<file path="src/rtl/pulse_stretcher_pkg.sv">
// ============================================================================
//  Module      : pulse_stretcher_pkg
//  Description : Channel state encoding for the pulse stretcher.
//  Revision    : 1.0 - initial release
// ============================================================================
`default_nettype none

package pulse_stretcher_pkg;

   typedef enum logic {
      ST_IDLE   = 1'b0,
      ST_ACTIVE = 1'b1
   } chan_state_e;

endpackage : pulse_stretcher_pkg

`default_nettype wire

</file>
<file path="src/rtl/pulse_stretcher_channel.sv">
// ============================================================================
//  Module      : pulse_stretcher_channel
//  Description : One stretcher channel: down-counter, level and done registers.
//  Revision    : 1.0 - initial release
// ============================================================================
`default_nettype none

module pulse_stretcher_channel
   import pulse_stretcher_pkg::*;
#(
   parameter int PULSE_CYCLES = 4,
   parameter bit RETRIGGER    = 1'b1
) (
   input  logic clk,
   input  logic rst,
   input  logic pulse_in,
   output logic level_out,
   output logic done_pulse
);

   localparam int               CNT_W  = $clog2(PULSE_CYCLES + 1);
   localparam logic [CNT_W-1:0] c_LOAD = CNT_W'(PULSE_CYCLES);
   localparam logic [CNT_W-1:0] c_ONE  = CNT_W'(1);
   localparam logic [CNT_W-1:0] c_ZERO = '0;

   generate
      if (PULSE_CYCLES < 1) begin : g_bad_pulse_cycles
         $error("pulse_stretcher_channel: PULSE_CYCLES must be >= 1");
      end
   endgenerate

   logic [CNT_W-1:0] r_cnt;
   logic [CNT_W-1:0] w_cnt_nxt;
   logic             w_level_nxt;
   logic             r_level;
   logic             r_done;
   chan_state_e      w_state;

   assign w_state = (r_cnt != c_ZERO) ? ST_ACTIVE : ST_IDLE;

   always_comb begin
      w_cnt_nxt = r_cnt;
      case (w_state)
         ST_IDLE: begin
            if (pulse_in) w_cnt_nxt = c_LOAD;
         end
         ST_ACTIVE: begin
            if (pulse_in && RETRIGGER) w_cnt_nxt = c_LOAD;
            else                       w_cnt_nxt = r_cnt - c_ONE;
         end
         default: w_cnt_nxt = c_ZERO;
      endcase
   end

   assign w_level_nxt = (w_cnt_nxt != c_ZERO);

   // Level mirrors the next count so the output rises on the trigger edge itself.
   always_ff @(posedge clk) begin
      if (rst) begin
         r_cnt   <= c_ZERO;
         r_level <= 1'b0;
         r_done  <= 1'b0;
      end else begin
         r_cnt   <= w_cnt_nxt;
         r_level <= w_level_nxt;
         r_done  <= r_level & ~w_level_nxt;
      end
   end

   assign level_out  = r_level;
   assign done_pulse = r_done;

endmodule : pulse_stretcher_channel

`default_nettype wire

</file>
<file path="src/rtl/pulse_stretcher.sv">
// ============================================================================
//  Module      : pulse_stretcher
//  Description : WIDTH independent pulse-to-level stretchers with done strobes.
//  Revision    : 1.0 - initial release
// ============================================================================
`default_nettype none

module pulse_stretcher
   import pulse_stretcher_pkg::*;
#(
   parameter int WIDTH        = 1,
   parameter int PULSE_CYCLES = 4,
   parameter bit RETRIGGER    = 1'b1
) (
   input  logic             clk,
   input  logic             rst,
   input  logic [WIDTH-1:0] pulse_in,
   output logic [WIDTH-1:0] level_out,
   output logic [WIDTH-1:0] done_pulse
);

   generate
      for (genvar gi = 0; gi < WIDTH; gi++) begin : g_chan
         pulse_stretcher_channel #(
            .PULSE_CYCLES (PULSE_CYCLES),
            .RETRIGGER    (RETRIGGER)
         ) u_chan (
            .clk        (clk),
            .rst        (rst),
            .pulse_in   (pulse_in[gi]),
            .level_out  (level_out[gi]),
            .done_pulse (done_pulse[gi])
         );
      end
   endgenerate

endmodule : pulse_stretcher

`default_nettype wire

</file>
<file path="config.mk">
export PLATFORM = sky130hd
export DESIGN_NAME = pulse_stretcher
export DESIGN_NICKNAME = d
export VERILOG_FILES = /design/src/rtl/pulse_stretcher_pkg.sv /design/src/rtl/pulse_stretcher_channel.sv /design/src/rtl/pulse_stretcher.sv
export SDC_FILE = /design/constraint.sdc
export NUM_CORES = 1
export LEC_CHECK = 0
export ABC_CLOCK_PERIOD_IN_PS = 1600
export BUFFER_PORTS_ARGS = -buffer_cell sky130_fd_sc_hd__buf_2
export CAP_MARGIN = 20
export CORE_AREA = 2 2 39 41
export CTS_CLUSTER_SIZE = 8
export DETAILED_ROUTE_END_ITERATION = 7
export DIE_AREA = 0 0 41 43
export HOLD_SLACK_MARGIN = 0.15
export PLACE_DENSITY = 0.45
export REMOVE_ABC_BUFFERS = 1
export SLEW_MARGIN = 30
export SYNTH_ARGS = -nofsm -noshare
export SYNTH_HDL_FRONTEND = slang
export SYNTH_SLANG_ARGS = --single-unit
</file>
<file path="constraint.sdc">
create_clock -name clk -period 1.6 [get_ports clk]
set_clock_uncertainty 0.05 [all_clocks]
set_input_delay 0.08 -clock clk [delete_from_list [all_inputs] [get_ports clk]]
set_output_delay 0.08 -clock clk [all_outputs]
set_load 0.005 [all_outputs]
</file>
==> results_dict.tcl <==
set metrics [dict create \
    status "completed" \
    finalNetCount 43 \
    core_area_um2 1380 \
    vias 184 \
    post_cts_buffers 0 \
    hold_viol 0 \
    worstHoldStart "g_chan[0].u_chan.level_out$_SDFF_PP0_" \
    peakVddDrop_uv 338 \
    pre_cts_ws_ns 0.195 \
    drt-initial-drc-count 1 \
    crit_path_end_kind "register" \
    cts_tree "yes" \
    clk_latency_ns 0.25 \
    fin_area_um2 318 \
    final_common_cell "inv_1" \
    fillCellCount 150 \
    grtUsageTotal 0.0735 \
    crit_required_ns 1.73 \
    setup_ws_ns 0.186 \
    seq_area_um2 100 \
    ant_nets 0 \
    hold_depth 1 \
    power.leakage_nw 0.151 \
    hp-class "register to register" \
    die_y_um 43 \
    holdPathEnd "g_chan[0].u_chan.done_pulse$_SDFF_PP0_" \
    crit_type "register to register" \
    arrival_ns 1.55 \
    synth.top_cell.area_share 0.447 \
    rows 14 \
    r2r-start "g_chan[0].u_chan.r_cnt[1]$_SDFF_PP0_" \
    fmax_mhz 707 \
    crit-reg2reg-capture "g_chan[0].u_chan.done_pulse$_SDFF_PP0_" \
    cts.sinks 5 \
    rsz0062_at_grt "false" \
    grt_start_max_net_pins 7 \
    reg2reg_slack_ns 0.19 \
    drt-total-wl_um 406 \
    die_x_um 41 \
    synth.distinct_cells 11 \
    avgViaCountPerCell 3.47 \
    grt-ovfl-total 0 \
    worst_pin_slew_ns 0.198 \
    grt_pass1_wl_um 814 \
    numCtsBuffers 3 \
    finalMaxSlewViolations 0 \
    h-tree-depth 1 \
    min_period_ns 1.41 \
    dpl_cell_area_um2 272 \
    cp_max_fo 6 \
    port_buffers 4 \
    ios 5 \
    root_buffer "clkbuf_4" \
    antenna_found_initial 0 \
    maxCapViolCount 0 \
    layout_common_cells "6 x inv_1, 5 x dfxtp_1, 4 x a21oi_1, 4 x buf_2, 3 x clkbuf_4" \
    diodes 0 \
    grt_pass1_vias 233 \
    cts_resized 0 \
    synth_largest_area_cell "dfxtp_1" \
    start_kind "register" \
    post_drt_wl_per_cell_um 7.66 \
    ctsHoldBuffers 2 \
    synth_cells 26 \
    multi_input_area_um2 101 \
    drive_above_1_share 0.243 \
    setup_viol 0 \
    drcViolationCount 0 \
    areaGrowthSynthToFinish_pct 41.9 \
    avgSynthCellArea_um2 8.61 \
    synth_warnings 0 \
    reg2reg_depth 6 \
    yosysSeqAreaShare 0.447 \
    dp_hpwl_um 311 \
    synth.area.top_cells "dfxtp_1 45%, ha_1 11%, inv_1 10%" \
    setup_tns_ns 0 \
    powerDensity_nw_per_um2 1150 \
    relSlewSlack 0.867 \
    syn_area_um2 224 \
    finalCritPeriodShare 0.884 \
    die-area_um2 1760 \
    gp_congestion 0.713 \
    cts.clk_slew.worst_paths_ns 0.05 \
    synth.ff_latch_count 5 \
    cts_max_path_buffers 2 \
    initial_core_util 0.162 \
    first_pass_iters 3 \
]
[cell families (layout without fill, tap and decap cells)]
family                   after synthesis  in the layout  synth area share
buffers and inverters                  6             17             0.101
flip-flops                             5              5             0.447
AND/OR/NAND/NOR                        6              6             0.151
adder cells (fa/ha/maj)                2              2             0.112
AO/OA/AOI/OAI                          7              7             0.190
[report_power, final]
part	switching, mW	internal (mW)
sequential	0.00581	0.136
clock	0.0553	0.0946
combinational	0.0378	0.0358
total	0.0989	0.267
[worst max-delay path by stage]
stage | start | to | slack (ns)
after floorplan | g_chan[0].u_chan.r_cnt[0]$_SDFF_PP0_ | g_chan[0].u_chan.done_pulse$_SDFF_PP0_ | 0.21
after global placement | g_chan[0].u_chan.r_cnt[1]$_SDFF_PP0_ | g_chan[0].u_chan.done_pulse$_SDFF_PP0_ | 0.19
after detailed placement | g_chan[0].u_chan.r_cnt[1]$_SDFF_PP0_ | g_chan[0].u_chan.done_pulse$_SDFF_PP0_ | 0.20
after CTS | g_chan[0].u_chan.r_cnt[1]$_SDFF_PP0_ | g_chan[0].u_chan.done_pulse$_SDFF_PP0_ | 0.18
after global routing | g_chan[0].u_chan.r_cnt[1]$_SDFF_PP0_ | g_chan[0].u_chan.done_pulse$_SDFF_PP0_ | 0.10
final | g_chan[0].u_chan.r_cnt[1]$_SDFF_PP0_ | g_chan[0].u_chan.done_pulse$_SDFF_PP0_ | 0.19
[per-layer routing]
metal | GRT usage | part of all wire
met5 | 0 | 0
met4 | 0.0800 | 0
met3 | 0.0314 | 0.0074
met2 | 0.103 | 0.52
met1 | 0.0714 | 0.47
[cell type report]
type | instances | area share
Tap cell | 16 | 0.0630
Timing Repair Buffer | 7 | 0.150
Clock buffer | 4 | 0.0827
Sequential cell | 5 | 0.315
Multi-Input combinational cell | 15 | 0.319
Inverter | 6 | 0.0709
[cell usage after synthesis]
cell type and instances:
ha_1 2, nand4b_1 1, and3_1 1, a21oi_1 4, nor3_1 1, dfxtp_1 5, nand2b_1 1, o31ai_2 1
nor2_1 2, o21ai_0 2, inv_1 6
[critical path: stages (launching register included)]
cell,delay (ns)
dfxtp_1,0.36
inv_1,0.05
ha_1,0.17
ha_1,0.24
nand4b_1,0.21
o31ai_2,0.08
and3_1,0.18
[registers in the layout, summed over array words and instances (netlist names)]
name / count
g_chan.u_chan.r_cnt: 3
g_chan.u_chan.done_pulse: 1
g_chan.u_chan.level_out: 1
[stage by stage]
stage / hold slack (ns) / instances / utilization / total power [mW]
2_1_floorplan: 0.0991 / 26 / - / 0.195
3_3_place_gp: 0.232 / 47 / 0.196 / 0.217
3_5_place_dp: 0.237 / 47 / 0.196 / 0.216
4_1_cts: 0.453 / 53 / 0.230 / 0.375
5_1_grt: 0.460 / 53 / 0.230 / 0.394
6_report: 0.449 / 53 / 0.230 / 0.366
Note: power is estimated with default switching activity, not from simulation.
